## src/rtl/mem_stage_ctl_if.sv

```systemverilog
`default_nettype none
// ---------------------------------------------------------------------------
// mem_stage_ctl_if : execute-side, memory-side and write-back signals of the
//                    memory pipeline stage. slave = stage, master = its driver.
// Revision: 1.0 - initial release
// ---------------------------------------------------------------------------
interface mem_stage_ctl_if;
   logic        InValid;
   logic [15:0] Addr;
   logic [15:0] WriteData;
   logic        MemRead;
   logic        MemWrite;
   logic [15:0] PCplus2In;
   logic        MemtoRegIn;
   logic        AdrLinkIn;
   logic        RegWriteIn;
   logic [2:0]  WriteRegIn;
   logic        Stall;
   logic        MemReq;
   logic        MemWr;
   logic [15:0] MemAddr;
   logic [15:0] MemWData;
   logic [15:0] MemRData;
   logic        MemAck;
   logic        OutValid;
   logic [15:0] DataOut;
   logic [15:0] MemOut;
   logic [15:0] PCplus2;
   logic        MemtoReg;
   logic        AdrLink;
   logic        RegWrite;
   logic [2:0]  WriteReg;
   logic        MemErr;

   modport slave (
      input  InValid, Addr, WriteData, MemRead, MemWrite, PCplus2In,
             MemtoRegIn, AdrLinkIn, RegWriteIn, WriteRegIn, MemRData, MemAck,
      output Stall, MemReq, MemWr, MemAddr, MemWData, OutValid, DataOut,
             MemOut, PCplus2, MemtoReg, AdrLink, RegWrite, WriteReg, MemErr
   );

   modport master (
      output InValid, Addr, WriteData, MemRead, MemWrite, PCplus2In,
             MemtoRegIn, AdrLinkIn, RegWriteIn, WriteRegIn, MemRData, MemAck,
      input  Stall, MemReq, MemWr, MemAddr, MemWData, OutValid, DataOut,
             MemOut, PCplus2, MemtoReg, AdrLink, RegWrite, WriteReg, MemErr
   );
endinterface
`default_nettype wire

```

## src/rtl/mem_stage_ctl.sv

```systemverilog
`default_nettype none
// ---------------------------------------------------------------------------
// mem_stage_ctl : memory stage with MEM/WB register and req/ack data-memory
//                 handshake. Optional ack timeout abort via MEM_TIMEOUT_EN.
// Revision: 1.0 - initial release
// ---------------------------------------------------------------------------
module mem_stage_ctl #(
   parameter int ACK_TIMEOUT = 15
) (
   input logic           clk,
   input logic           rst,
   mem_stage_ctl_if.slave bus
);
   if (ACK_TIMEOUT < 1 || ACK_TIMEOUT > 255) begin : g_bad_timeout
      $error("ACK_TIMEOUT out of range 1..255");
   end

   typedef enum logic [0:0] {
      S_IDLE = 1'b0,
      S_WAIT = 1'b1
   } state_t;

   state_t      r_state;
   state_t      w_state_nxt;
   logic        w_op;
   logic        w_pass;
   logic        w_bad;
   logic        w_issue;
   logic        w_done;
   logic        w_abort;
   logic        w_timeout;

   logic [15:0] r_lat_pc;
   logic        r_lat_m2r;
   logic        r_lat_al;
   logic        r_lat_rw;
   logic [2:0]  r_lat_wreg;

   assign w_op   = bus.InValid & (bus.MemRead ^ bus.MemWrite);
   assign w_pass = (r_state == S_IDLE) & bus.InValid & ~(bus.MemRead ^ bus.MemWrite);
   assign w_bad  = w_pass & bus.MemRead & bus.MemWrite;

`ifdef MEM_TIMEOUT_EN
   localparam logic [7:0] c_LAST_WAIT = 8'(ACK_TIMEOUT - 1);
   logic [7:0] r_cnt;

   always_ff @(posedge clk) begin
      if (rst || r_state != S_WAIT) begin
         r_cnt <= 8'd0;
      end else begin
         r_cnt <= r_cnt + 8'd1;
      end
   end

   assign w_timeout = (r_state == S_WAIT) && (r_cnt == c_LAST_WAIT);
`else
   assign w_timeout = 1'b0;
`endif

   always_ff @(posedge clk) begin
      if (rst) begin
         r_state <= S_IDLE;
      end else begin
         r_state <= w_state_nxt;
      end
   end

   // An ack arriving on the timeout cycle still completes normally.
   always_comb begin
      w_state_nxt = r_state;
      bus.Stall   = 1'b0;
      w_issue     = 1'b0;
      w_done      = 1'b0;
      w_abort     = 1'b0;
      case (r_state)
         S_IDLE: begin
            if (w_op) begin
               bus.Stall   = 1'b1;
               w_issue     = 1'b1;
               w_state_nxt = S_WAIT;
            end
         end
         S_WAIT: begin
            bus.Stall = ~bus.MemAck;
            if (bus.MemAck) begin
               w_done      = 1'b1;
               w_state_nxt = S_IDLE;
            end else if (w_timeout) begin
               w_abort     = 1'b1;
               w_state_nxt = S_IDLE;
            end
         end
         default: w_state_nxt = S_IDLE;
      endcase
   end

   always_ff @(posedge clk) begin
      if (rst) begin
         bus.MemReq   <= 1'b0;
         bus.MemWr    <= 1'b0;
         bus.MemAddr  <= 16'h0000;
         bus.MemWData <= 16'h0000;
         bus.OutValid <= 1'b0;
         bus.DataOut  <= 16'h0000;
         bus.MemOut   <= 16'h0000;
         bus.PCplus2  <= 16'h0000;
         bus.MemtoReg <= 1'b0;
         bus.AdrLink  <= 1'b0;
         bus.RegWrite <= 1'b0;
         bus.WriteReg <= 3'b000;
         bus.MemErr   <= 1'b0;
         r_lat_pc     <= 16'h0000;
         r_lat_m2r    <= 1'b0;
         r_lat_al     <= 1'b0;
         r_lat_rw     <= 1'b0;
         r_lat_wreg   <= 3'b000;
      end else begin
         bus.OutValid <= 1'b0;
         bus.MemErr   <= 1'b0;
         bus.RegWrite <= 1'b0;

         if (w_issue) begin
            bus.MemReq   <= 1'b1;
            bus.MemWr    <= bus.MemWrite;
            bus.MemAddr  <= bus.Addr;
            bus.MemWData <= bus.WriteData;
            r_lat_pc     <= bus.PCplus2In;
            r_lat_m2r    <= bus.MemtoRegIn;
            r_lat_al     <= bus.AdrLinkIn;
            r_lat_rw     <= bus.RegWriteIn;
            r_lat_wreg   <= bus.WriteRegIn;
         end

         if (w_pass) begin
            bus.OutValid <= 1'b1;
            bus.DataOut  <= bus.Addr;
            bus.MemOut   <= 16'h0000;
            bus.PCplus2  <= bus.PCplus2In;
            bus.MemtoReg <= bus.MemtoRegIn;
            bus.AdrLink  <= bus.AdrLinkIn;
            bus.RegWrite <= bus.RegWriteIn & ~w_bad;
            bus.WriteReg <= bus.WriteRegIn;
            bus.MemErr   <= w_bad;
         end

         // MemAddr and MemWr still hold the issued access, so they double as
         // the latched Addr and store flag.
         if (w_done || w_abort) begin
            bus.MemReq   <= 1'b0;
            bus.OutValid <= 1'b1;
            bus.DataOut  <= bus.MemAddr;
            bus.PCplus2  <= r_lat_pc;
            bus.MemtoReg <= r_lat_m2r;
            bus.AdrLink  <= r_lat_al;
            bus.WriteReg <= r_lat_wreg;
            if (w_done) begin
               bus.MemOut   <= bus.MemWr ? 16'h0000 : bus.MemRData;
               bus.RegWrite <= r_lat_rw;
            end else begin
               bus.MemOut   <= 16'hFFFF;
               bus.MemErr   <= 1'b1;
            end
         end
      end
   end
endmodule
`default_nettype wire

```

## src/flat_wrapper.sv

```systemverilog
// flat-port wrapper written by rule: the top's interface ports become plain ports
module mem_stage_ctl_flat 
#(
   parameter int ACK_TIMEOUT = 15
)
  (clk, rst, bus_InValid, bus_Addr, bus_WriteData, bus_MemRead, bus_MemWrite, bus_PCplus2In, bus_MemtoRegIn, bus_AdrLinkIn, bus_RegWriteIn, bus_WriteRegIn, bus_MemRData, bus_MemAck, bus_Stall, bus_MemReq, bus_MemWr, bus_MemAddr, bus_MemWData, bus_OutValid, bus_DataOut, bus_MemOut, bus_PCplus2, bus_MemtoReg, bus_AdrLink, bus_RegWrite, bus_WriteReg, bus_MemErr);
  mem_stage_ctl_if bus_i ();
  input logic clk;
  input logic rst;
  input wire logic [$bits(bus_i.InValid)-1:0] bus_InValid;
  input wire logic [$bits(bus_i.Addr)-1:0] bus_Addr;
  input wire logic [$bits(bus_i.WriteData)-1:0] bus_WriteData;
  input wire logic [$bits(bus_i.MemRead)-1:0] bus_MemRead;
  input wire logic [$bits(bus_i.MemWrite)-1:0] bus_MemWrite;
  input wire logic [$bits(bus_i.PCplus2In)-1:0] bus_PCplus2In;
  input wire logic [$bits(bus_i.MemtoRegIn)-1:0] bus_MemtoRegIn;
  input wire logic [$bits(bus_i.AdrLinkIn)-1:0] bus_AdrLinkIn;
  input wire logic [$bits(bus_i.RegWriteIn)-1:0] bus_RegWriteIn;
  input wire logic [$bits(bus_i.WriteRegIn)-1:0] bus_WriteRegIn;
  input wire logic [$bits(bus_i.MemRData)-1:0] bus_MemRData;
  input wire logic [$bits(bus_i.MemAck)-1:0] bus_MemAck;
  output wire logic [$bits(bus_i.Stall)-1:0] bus_Stall;
  output wire logic [$bits(bus_i.MemReq)-1:0] bus_MemReq;
  output wire logic [$bits(bus_i.MemWr)-1:0] bus_MemWr;
  output wire logic [$bits(bus_i.MemAddr)-1:0] bus_MemAddr;
  output wire logic [$bits(bus_i.MemWData)-1:0] bus_MemWData;
  output wire logic [$bits(bus_i.OutValid)-1:0] bus_OutValid;
  output wire logic [$bits(bus_i.DataOut)-1:0] bus_DataOut;
  output wire logic [$bits(bus_i.MemOut)-1:0] bus_MemOut;
  output wire logic [$bits(bus_i.PCplus2)-1:0] bus_PCplus2;
  output wire logic [$bits(bus_i.MemtoReg)-1:0] bus_MemtoReg;
  output wire logic [$bits(bus_i.AdrLink)-1:0] bus_AdrLink;
  output wire logic [$bits(bus_i.RegWrite)-1:0] bus_RegWrite;
  output wire logic [$bits(bus_i.WriteReg)-1:0] bus_WriteReg;
  output wire logic [$bits(bus_i.MemErr)-1:0] bus_MemErr;
  assign bus_i.InValid = bus_InValid;
  assign bus_i.Addr = bus_Addr;
  assign bus_i.WriteData = bus_WriteData;
  assign bus_i.MemRead = bus_MemRead;
  assign bus_i.MemWrite = bus_MemWrite;
  assign bus_i.PCplus2In = bus_PCplus2In;
  assign bus_i.MemtoRegIn = bus_MemtoRegIn;
  assign bus_i.AdrLinkIn = bus_AdrLinkIn;
  assign bus_i.RegWriteIn = bus_RegWriteIn;
  assign bus_i.WriteRegIn = bus_WriteRegIn;
  assign bus_i.MemRData = bus_MemRData;
  assign bus_i.MemAck = bus_MemAck;
  assign bus_Stall = bus_i.Stall;
  assign bus_MemReq = bus_i.MemReq;
  assign bus_MemWr = bus_i.MemWr;
  assign bus_MemAddr = bus_i.MemAddr;
  assign bus_MemWData = bus_i.MemWData;
  assign bus_OutValid = bus_i.OutValid;
  assign bus_DataOut = bus_i.DataOut;
  assign bus_MemOut = bus_i.MemOut;
  assign bus_PCplus2 = bus_i.PCplus2;
  assign bus_MemtoReg = bus_i.MemtoReg;
  assign bus_AdrLink = bus_i.AdrLink;
  assign bus_RegWrite = bus_i.RegWrite;
  assign bus_WriteReg = bus_i.WriteReg;
  assign bus_MemErr = bus_i.MemErr;
  mem_stage_ctl #(.ACK_TIMEOUT(ACK_TIMEOUT)) u_core (.clk(clk), .rst(rst), .bus(bus_i));
endmodule
```

## config.mk

```make
export PLATFORM = sky130hd
export DESIGN_NAME = mem_stage_ctl_flat
export DESIGN_NICKNAME = d
export VERILOG_FILES = /design/src/rtl/mem_stage_ctl_if.sv /design/src/rtl/mem_stage_ctl.sv /design/src/flat_wrapper.sv
export SDC_FILE = /design/constraint.sdc
export NUM_CORES = 1
export LEC_CHECK = 0
export CAP_MARGIN = 40
export CORE_MARGIN = 3
export CORE_UTILIZATION = 45
export CTS_CLUSTER_SIZE = 25
export DETAILED_ROUTE_END_ITERATION = 7
export GPL_TIMING_DRIVEN = 0
export PLACE_DENSITY_LB_ADDON = 0.1
export SYNTH_ARGS = -nofsm -noshare
export SYNTH_HDL_FRONTEND = slang
export SYNTH_SLANG_ARGS = --single-unit
```

## constraint.sdc

```tcl
create_clock -name clk -period 4.3 [get_ports clk]
set_clock_uncertainty 0.1 [all_clocks]
set_input_delay 0.86 -clock clk [delete_from_list [all_inputs] [get_ports clk]]
set_output_delay 0.86 -clock clk [all_outputs]
set_load 0.02 [all_outputs]
```

* Yosys cells after proc, flatten, opt, wreduce, memory -nomap -nowiden *
Index checks and enable logic that the tools add are counted.

storage, ports and cells
  flip-flop bits (word level) = 113
  input bits = 76
  output and inout port bits = 91
  logic and storage cells = 58

operators by class
  muxes and demuxes = 24
  bitwise gates (word level) = 12
  reductions and logical operators = 3

operators with widths
  operator                            number
  16-bit 2-to-1 mux                   7
  1-bit 2-to-1 mux                    13
  1-bit AND                           6
  3-bit 2-to-1 mux                    2
  1-bit NOT                           5
  1-bit case mux with 2 select lines  2
  2-bit OR reduction                  2
  2-bit nonzero test                  1
  1-bit bitwise XOR                   1

* Logic depth before layout (Yosys ltp) *
Gate-level depths: netlist of the first run.

  depth after elaboration = 9
  mapped depth = 6
  gate-level depth less buffers = 3

* Least setup slack after synthesis of the first run *
OpenSTA, ideal clock, no wires.

  path type = input to output
  from = input bus_MemRead
  to = output bus_Stall
  arrival time = 1544 ps
  required time = 3340 ps
  setup slack = 1796 ps
  cell stages on the path = 3
  path buffers = 1
  path through = xnor2_1 -> buf_6 -> o22ai_1

on the way
  longest elaborated chain between the ends = 4

RTL lines
  item                                line                 text
  start: declaration                  flat_wrapper.sv:13   input wire logic [$bits(bus_i.MemRead)-1:0] bus_MemRead;
  1-bit bitwise XOR                   mem_stage_ctl.sv:39  assign w_op = bus.InValid & (bus.MemRead ^ bus.MemWrite);
  1-bit AND                           mem_stage_ctl.sv:39
  1-bit 2-to-1 mux                    mem_stage_ctl.sv:77  if (w_op) begin
  1-bit case mux with 2 select lines  mem_stage_ctl.sv:75  case (r_state)
  end: declaration                    flat_wrapper.sv:22   output wire logic [$bits(bus_i.Stall)-1:0] bus_Stall;

No other way between the ends.

* Worst setup path in the final report of the first run *
  from = input bus_MemWrite
  to = output bus_Stall

on the way
  longest elaborated chain between the ends = 4

RTL lines
  item                                line                 text
  start: declaration                  flat_wrapper.sv:14   input wire logic [$bits(bus_i.MemWrite)-1:0] bus_MemWrite;
  1-bit bitwise XOR                   mem_stage_ctl.sv:39
  1-bit AND                           mem_stage_ctl.sv:39
  1-bit 2-to-1 mux                    mem_stage_ctl.sv:77
  1-bit case mux with 2 select lines  mem_stage_ctl.sv:75

No other way between the ends.

==> impl_metrics.tcl, run 1 <==
set metrics [dict create \
    place_hpwl_microns 10500 \
    portBuffers 165 \
    yosys_register_bits 113 \
    synth_largest_area_cell "dfxtp_1" \
    synth_simple_gate_area_share_pct 7.50 \
    ys_async_sr_fraction_pct 0 \
    fin_nets 746 \
    synth_warnings 0 \
    synth_adder_area_share_pct 0 \
    finalHoldViolations 0 \
    hold_slack_ns 0.360 \
    dr.max_layer_used "met4" \
    antenna_found_initial 0 \
    netSwitchingFraction_pct 27.3 \
    period_needed_ns 3.73 \
    ys_top_cells_by_count "dfxtp_1 (113), a211oi_1 (74), a21oi_1 (57), nand3_1 (56), o21ai_0 (55)" \
    max_freq_mhz 268 \
    synth_enable_flop_cells 0 \
    ys.flop_type "dfxtp_1" \
    cp_max_fo 10 \
    rows 36 \
    dr_wl_met3_microns 1230 \
    dr_wl_met2_microns 7700 \
    avgViaCountPerCell 5.74 \
    wl_microns 15300 \
    report.final.setup_viol 0 \
    drc_errors 0 \
    drv_cap 0 \
    critical_path.max_stage_delay_ns 0.59 \
    cts_tree "built" \
    diodes 0 \
    die_y_microns 107 \
    hold_class "reg2reg" \
    comb_power_share_pct 18.8 \
    dieWidth_microns 107 \
    cts_buffer_depth 2 \
    ioPinCount 167 \
    seq_area_sq_um 2260 \
    grt.overflow.total 0 \
    wl_per_cell_microns 18.8 \
    grt_max_degree 17 \
    synth_top_family_by_area "compound AO/OA/AOI/OAI gates" \
    cts_resized 0 \
    design.die.area_sq_um 11400 \
    vias 4676 \
    end_kind "output pin" \
    numCtsBuffers 17 \
    cpMostUsedCell "clkdlybuf4s50_1" \
    drt_iter0_drc 273 \
    fin_setup_tns_ns 0 \
    m1WireLength_microns 6130 \
    dpl.cell_count 783 \
    syn_nets 561 \
    crit_slowest_cell "clkdlybuf4s50_1" \
    p_clk_share_pct 44.0 \
    p_seq_share_pct 37.2 \
    startpoint_type "primary input" \
    status "complete, no violations" \
    place_ws_ns 0.603 \
    grt_pass1_wl_microns 23900 \
    arrival_ns 2.77 \
    synthMuxAreaShare_pct 8.14 \
    tightest_slew_ns 0.542 \
    synth_cell_types 25 \
    core_area_sq_um 9820 \
    power.switching_uw 853 \
    synth_cells 485 \
    first_pass_iters 5 \
    post_cts_buffers 0 \
    grt_pass1_vias 4804 \
    clk_latency_ns 0.51 \
    ys_seq_area_share_pct 49.7 \
    synth_area_leaders "dfxtp_1 (50%), a211oi_1 (12%), mux2i_1 (8.1%), a21oi_1 (6.3%), nand3_1 (6.2%)" \
    initial_core_util_pct 46.4 \
    fin_crit_sh_pct 86.7 \
    hold_buffers 0 \
    synthToLayoutAreaGrowth_pct 52.7 \
    synth_xor_xnor_area_share_pct 0.385 \
    htree_levels 4 \
    root_buffer "clkbuf_8" \
    leakage_nw 2.66 \
    relSlewSlack_pct 63.9 \
    setup_ws_ns 0.572 \
    rsz0062_at_grt "false" \
    routabilityCongestion 0.802 \
    cts.sinks 113 \
    drive_above_1_share_pct 8.36 \
    path_cells "clkdlybuf4s50_1, xnor2_1, buf_6, o22ai_1, clkdlybuf4s50_1" \
    power_density_nw_per_um2 450 \
    critPathRequiredTime_ns 3.34 \
    critical_path_class "in2out" \
    instances_no_fill 815 \
    synth_most_common_cell "dfxtp_1" \
    peakVddDrop_uv 229 \
    synth_top_area_share_pct 49.7 \
    synth_area_per_cell_sq_um 9.39 \
    synth.cell_area_sq_um 4550 \
    intPower_mw 2.28 \
    track_usage_pct 26.5 \
    drtAntennaViolNets 0 \
    synth_compound_area_share_pct 28.3 \
    filler_cell_count 819 \
    multiInputGateArea_sq_um 2020 \
    clkTransAtPathRegs_ns 0.06 \
    maxSlewViolCount 0 \
]
[power groups by stage]
| stage | logic (mW) | clock network [mW] | registers (mW) |
|---|---|---|---|
| 6_report | 0.587 | 1.38 | 1.17 |
| 5_1_grt | 0.626 | 1.44 | 1.17 |
| 4_1_cts | 0.585 | 1.38 | 1.16 |
| 3_5_place_dp | 0.579 | 0 | 1.18 |
| 3_3_place_gp | 0.564 | 0 | 1.18 |
| 2_1_floorplan | 0.228 | 0 | 1.25 |
[metal layers]
| layer | up-vias | GRT usage, % |
|---|---|---|
| met1 | 2257 | 31.4 |
| met3 | 26 | 8.49 |
| met4 | 0 | 7.85 |
| met5 | - | 0 |
| li1 | 2189 | - |
| met2 | 204 | 45.8 |
[layout by cell type, fill, tap and decap left out, types with 4 or more instances in the layout]
master | Yosys | routed
buf_2 | 22 | 23
buf_1 | 4 | 4
a21oi_1 | 57 | 57
a211oi_1 | 74 | 74
clkdlybuf4s50_1 | 0 | 165
clkinv_2 | 0 | 5
a22o_1 | 16 | 16
mux2i_1 | 37 | 37
clkbuf_1 | 29 | 31
o21ai_0 | 55 | 55
dfxtp_1 | 113 | 113
clkbuf_16 | 0 | 16
nand3_1 | 56 | 56
[stage by stage]
step | power, mW | util, % | cell area, sq um
after floorplan | 1.48 | - | 4550
after global placement | 1.75 | 64.9 | 6370
after detailed placement | 1.76 | 64.9 | 6370
after CTS | 3.13 | 70.7 | 6940
after global routing | 3.24 | 70.8 | 6950
final | 3.13 | 70.8 | 6950
[layout make-up]
class | count | share of cell area (%)
Multi-Input combinational cell | 312 | 29.0
Tap cell | 133 | 2.39
Clock buffer | 20 | 6.27
Sequential cell | 113 | 32.6
Inverter | 1 | 0.0540
Clock inverter | 11 | 2.00
Buffer | 59 | 3.87
Timing Repair Buffer | 166 | 23.8
[sequential cells by signal, summed over array words and instances (netlist names), 3 cells and up]
signal	flops
u_core.bus.DataOut	16
u_core.bus.WriteReg	3
u_core.r_lat_wreg	3
u_core.bus.MemWData	16
u_core.r_lat_pc	16
u_core.bus.MemOut	16
u_core.bus.MemAddr	16
u_core.bus.PCplus2	16
[critical path: cells and delay by family]
family | cells | cell delay [ns]
compound gates | 1 | 0.11
xor+xnor | 1 | 0.42
buf+inv | 3 | 1.38
[logic make-up (layout without fill, tap and decap cells)]
kind of cell	after synthesis	after routing
DFF	113	113
and+or+nand+nor	68	68
xor gates and xnor gates	2	2
AOI/OAI and AO/OA	205	205
muxes	37	37
buffers and inverters	60	257
[worst paths after layout]
check,from,end,slack (ns),depth (start not counted)
min reg2reg,u_core.r_lat_rw,u_core.bus.RegWrite,0.36,2
max reg2reg,u_core.r_state,u_core.bus.MemAddr[1],2.45,6
max,bus_MemWrite,bus_Stall,0.57,5
min,u_core.r_lat_rw,u_core.bus.RegWrite,0.36,2
Note: power is estimated with default switching activity, not from simulation.
==> run 2, diff against run 1 <==
--- a/config.mk
+++ b/config.mk
@@ -8,7 +8,8 @@
 export CAP_MARGIN = 40
 export CORE_MARGIN = 3
 export CORE_UTILIZATION = 45
-export CTS_CLUSTER_SIZE = 25
+export CTS_BUF_LIST = sky130_fd_sc_hd__clkbuf_2 sky130_fd_sc_hd__clkbuf_4 sky130_fd_sc_hd__clkbuf_8
+export CTS_CLUSTER_SIZE = 12
 export DETAILED_ROUTE_END_ITERATION = 7
 export GPL_TIMING_DRIVEN = 0
 export PLACE_DENSITY_LB_ADDON = 0.1
==> run 2 against run 1 <==
Wire length is 3.1% lower. Total power is 12% lower. Maximum frequency up 0.29%. First-iteration DRC count fell by 6.6%. Worst hold slack got worse by 0.0024 ns.
==> impl_metrics.tcl, run 2 (same netlist as run 1, synthesis figures left out) <==
set metrics [dict create \
    fin_nets 746 \
    vias 4600 \
    layout_commonest_cell "clkdlybuf4s50_1" \
    track_usage_pct 25.8 \
    drive_above_1_share_pct 8.65 \
    first_pass_iters 5 \
    synthToLayoutAreaGrowth_pct 48.9 \
    dpl.cell_count 783 \
    portBuffers 165 \
    fin_setup_tns_ns 0 \
    crit_buf_inv 3 \
    drv_cap 0 \
    place_hpwl_microns 10500 \
    status "complete, no violations" \
    peakVddDrop_uv 198 \
    leakage_nw 2.58 \
    post_cts_buffers 0 \
    tightest_slew_ns 0.538 \
    cp_max_fo 10 \
    diodes 0 \
    period_needed_ns 3.72 \
    grt_pass1_wl_microns 23300 \
    maxSlewViolCount 0 \
    cts_buffer_depth 2 \
    dieWidth_microns 107 \
    clkTransAtPathRegs_ns 0.07 \
    cpMostUsedCell "clkdlybuf4s50_1" \
    avgViaCountPerCell 5.64 \
    cts_tree "built" \
    max_freq_mhz 269 \
    cts.sinks 113 \
    critPathRequiredTime_ns 3.34 \
    root_buffer "clkbuf_8" \
    wl_microns 14800 \
    drt_iter0_drc 255 \
    hold_class "reg2reg" \
    grt_max_degree 17 \
    path_cells "clkdlybuf4s50_1, xnor2_1, buf_6, o22ai_1, clkdlybuf4s50_1" \
    hold_buffers 0 \
    cts_resized 0 \
    drtAntennaViolNets 0 \
    wl_per_cell_microns 18.2 \
    finalHoldViolations 0 \
    startpoint_type "primary input" \
    numCtsBuffers 17 \
    path_delay_family "buffers and inverters" \
    core_area_sq_um 9820 \
    crit_slowest_cell "clkdlybuf4s50_1" \
    filler_cell_count 843 \
    grt_pass1_vias 4644 \
    clk_latency_ns 0.43 \
    critical_path.max_stage_delay_ns 0.59 \
    routabilityCongestion 0.802 \
    antenna_found_initial 0 \
    design.die.area_sq_um 11400 \
    end_kind "output pin" \
    relSlewSlack_pct 64.2 \
    fin_crit_sh_pct 86.5 \
    most-common-layout-cells "clkdlybuf4s50_1 (165), dfxtp_1 (113), a211oi_1 (74)" \
    instances_no_fill 815 \
    arrival_ns 2.76 \
    die_y_microns 107 \
    rows 36 \
    grt.overflow.total 0 \
    initial_core_util_pct 46.4 \
    ioPinCount 167 \
    htree_levels 4 \
    critical_path_class "in2out" \
    rsz0062_at_grt "false" \
    drc_errors 0 \
    report.final.setup_viol 0 \
    power_density_nw_per_um2 409 \
]
run 2: where the power goes:
group          internal [mW]  leakage, nW  switching (mW)
Sequential              1.12        0.925          0.0420
Combinational          0.265         1.45           0.318
Clock                  0.593        0.205           0.430
run 2: cell type report:
class                   instances  area, sq um  share of cell area [%]
flip-flops and latches        113         2260                    33.4
clock inverters                11          139                    2.05
repair buffers                166         1660                    24.4
clock buffers                  20          263                    3.88
well taps                     133          166                    2.46
multi-input cells             312         2020                    29.8
inverters                       1         3.75                  0.0554
plain buffers                  59          269                    3.97
run 2: tightest hold or removal path: stages (launching register included):
cell	delay, ns
dfxtp_1	0.31
nand2_1	0.05
a21oi_1	0.06
run 2: routing by layer:
metal	part of all wire, %	vias up	GRT usage (%)
met3	7.9	28	7.53
met5	0	-	0
met1	40	2215	31.5
li1	-	2183	-
met2	50	174	43.2
met4	1.6	0	9.32
run 2: stage by stage:
step	setup WS [ns]	utilization [%]	hold WS, ns	total power [mW]	instance area, sq um
after global placement	0.617	64.9	0.355	1.75	6370
after detailed placement	0.603	64.9	0.360	1.76	6370
after CTS	0.590	69.0	0.370	2.78	6770
after global routing	0.435	69.0	0.378	2.89	6780
after floorplan	1.80	-	0.328	1.48	4550
final	0.582	69.0	0.358	2.77	6780
run 2: worst paths after layout:
path / cells past startpoint / end / startpoint / slack [ns]
setup / recovery: 5 / bus_Stall / bus_MemWrite / 0.58
hold / removal: 2 / u_core.bus.RegWrite / u_core.r_lat_rw / 0.36
setup reg to reg: 5 / u_core.bus.MemAddr[3] / u_core.r_state / 2.46
hold reg to reg: 2 / u_core.bus.RegWrite / u_core.r_lat_rw / 0.36
==> run 3, diff against run 2 <==
--- a/config.mk
+++ b/config.mk
@@ -5,9 +5,10 @@
 export SDC_FILE = /design/constraint.sdc
 export NUM_CORES = 1
 export LEC_CHECK = 0
-export CAP_MARGIN = 40
+export CELL_PAD_IN_SITES_DETAIL_PLACEMENT = 1
+export CELL_PAD_IN_SITES_GLOBAL_PLACEMENT = 1
 export CORE_MARGIN = 3
-export CORE_UTILIZATION = 45
+export CORE_UTILIZATION = 36
 export CTS_BUF_LIST = sky130_fd_sc_hd__clkbuf_2 sky130_fd_sc_hd__clkbuf_4 sky130_fd_sc_hd__clkbuf_8
 export CTS_CLUSTER_SIZE = 12
 export DETAILED_ROUTE_END_ITERATION = 7
==> run 3 against run 2 <==
Register-to-register slack worse by 0.12 ns. First-iteration DRC count shrank 19%. Total power increased by 1.0%. Worst hold slack improved by 0.015 ns. Largest cell class unchanged. Cell area is 0.85% higher. Wire length rose by 12%. Critical path depth did not move. Sequential cell count stayed put.
==> impl_metrics.tcl, run 3 (same netlist as run 1, synthesis figures left out) <==
set metrics [dict create \
    fin_crit_sh_pct 87.5 \
    die_y_microns 118 \
    report.final.setup_viol 0 \
    most-common-layout-cells "clkdlybuf4s50_1 (165), dfxtp_1 (113), a211oi_1 (74)" \
    routabilityCongestion 0.787 \
    cts_buffer_depth 2 \
    track_usage_pct 24.2 \
    reg2reg_from "u_core.r_state" \
    cpMostUsedCell "clkdlybuf4s50_1" \
    dpl_cell_area_sq_um 6410 \
    crit_start "bus_MemWrite" \
    arrival_ns 2.80 \
    initial_core_util_pct 37.4 \
    peakVddDrop_uv 200 \
    relSlewSlack_pct 37.3 \
    place_hpwl_microns 12000 \
    root_buffer "clkbuf_8" \
    vias 4613 \
    ioPinCount 167 \
    end_kind "output pin" \
    place_ws_ns 0.575 \
    numCtsBuffers 17 \
    crit_buf_inv 3 \
    grt.overflow.total 0 \
    antenna_found_initial 0 \
    hold_class "reg2reg" \
    grt_pass1_wl_microns 26800 \
    dieWidth_microns 118 \
    post_cts_buffers 0 \
    postLayoutCellArea_sq_um 6830 \
    fin_setup_tns_ns 0 \
    r2r_slack_ns 2.34 \
    wl_per_cell_microns 19.6 \
    setup_ws_ns 0.537 \
    rows 40 \
    status "complete, no violations" \
    drive_above_1_share_pct 8.65 \
    drtAntennaViolNets 0 \
    cts_tree "built" \
    path_delay_family "buffers and inverters" \
    critPathRequiredTime_ns 3.34 \
    layout_commonest_cell "clkdlybuf4s50_1" \
    core_area_sq_um 12200 \
    power_density_nw_per_um2 409 \
    cp_max_fo 10 \
    synthToLayoutAreaGrowth_pct 50.1 \
    diodes 0 \
    multiInputGateArea_sq_um 2020 \
    filler_cell_count 1380 \
    clkTransAtPathRegs_ns 0.06 \
    fin_total_pwr_mw 2.80 \
    leakage_nw 2.59 \
    path_depth 5 \
    tightest_slew_ns 0.933 \
    cts.sinks 113 \
    max_freq_mhz 266 \
    wl_microns 16600 \
    cts_resized 0 \
    crit_end "bus_Stall" \
    period_needed_ns 3.76 \
    avgViaCountPerCell 5.43 \
    startpoint_type "primary input" \
    hold_buffers 0 \
    path_cells "clkdlybuf4s50_1, xnor2_1, buf_6, o22ai_1, clkdlybuf4s50_1" \
    reg2reg_depth 5 \
    portBuffers 165 \
    drt_iter0_drc 206 \
    grt_max_degree 17 \
    finalHoldViolations 0 \
    drc_errors 0 \
    drv_cap 0 \
    clk_latency_ns 0.45 \
    rsz0062_at_grt "false" \
    htree_levels 4 \
    seq_area_sq_um 2260 \
    first_pass_iters 4 \
    critical_path.max_stage_delay_ns 0.61 \
    reg2reg_to "u_core.r_lat_pc[12]" \
    critical_path_class "in2out" \
    crit_slowest_cell "clkdlybuf4s50_1" \
    fin_nets 745 \
    maxSlewViolCount 0 \
    grt_pass1_vias 5054 \
    design.die.area_sq_um 14000 \
]
run 3: cell types whose count changed in the layout (fill, tap and decap cells not counted):
cell,previous run,this run
buf_2,23,22
bufinv_16,3,1
clkinv_4,1,0
clkinvlp_4,2,0
clkbuf_8,18,26
clkbuf_4,2,3
clkinv_2,5,2
run 3: layout make-up:
| type | instances | share of cell area [%] |
|---|---|---|
| Multi-Input combinational cell | 312 | 29.5 |
| Clock inverter | 3 | 0.586 |
| Sequential cell | 113 | 33.1 |
| Timing Repair Buffer | 165 | 24.2 |
| Clock buffer | 29 | 5.57 |
| Tap cell | 168 | 3.08 |
| Inverter | 1 | 0.0549 |
| Buffer | 59 | 3.94 |
run 3: worst min path at each step:
stage,from,slack (ns),endpoint,cells past startpoint
CTS,u_core.r_lat_pc[14],0.38,u_core.r_lat_pc[14],2
detailed placement,u_core.bus.MemOut[12],0.36,u_core.bus.MemOut[12],1
floorplan,u_core.r_lat_rw,0.33,u_core.bus.RegWrite,2
finish,u_core.bus.MemOut[4],0.37,u_core.bus.MemOut[4],1
global route,u_core.r_lat_pc[7],0.40,u_core.r_lat_pc[7],2
global placement,u_core.bus.MemOut[2],0.36,u_core.bus.MemOut[2],1
run 3: power by group:
part / internal (mW) / total (mW) / switching, mW
logic: 0.265 / 0.592 / 0.327
clock network: 0.614 / 1.04 / 0.425
registers: 1.12 / 1.17 / 0.0436
total: 2.00 / 2.80 / 0.796
run 3: layer usage:
metal	up-vias	GRT usage, %	routed length (microns)
li1	2183	-	-
met1	2259	28.7	7210
met2	141	40.0	7990
met3	30	7.32	968
met4	0	11.2	472
met5	-	0	0
run 3: worst register-to-register path: stages, from the launching register on:
cell and delay (ns):
dfxtp_1 0.38, nand2b_1 0.19, clkbuf_1 0.44, clkbuf_1 0.42, o21ai_0 0.17, a21oi_1 0.18
run 3: metrics by stage:
step                      hold WS, ns  instances  util (%)
after floorplan                 0.328        485         -
after global placement          0.355        818      52.7
after detailed placement        0.362        818      52.7
after CTS                       0.378        850      56.2
after global routing            0.399        850      56.2
final                           0.372        850      56.2
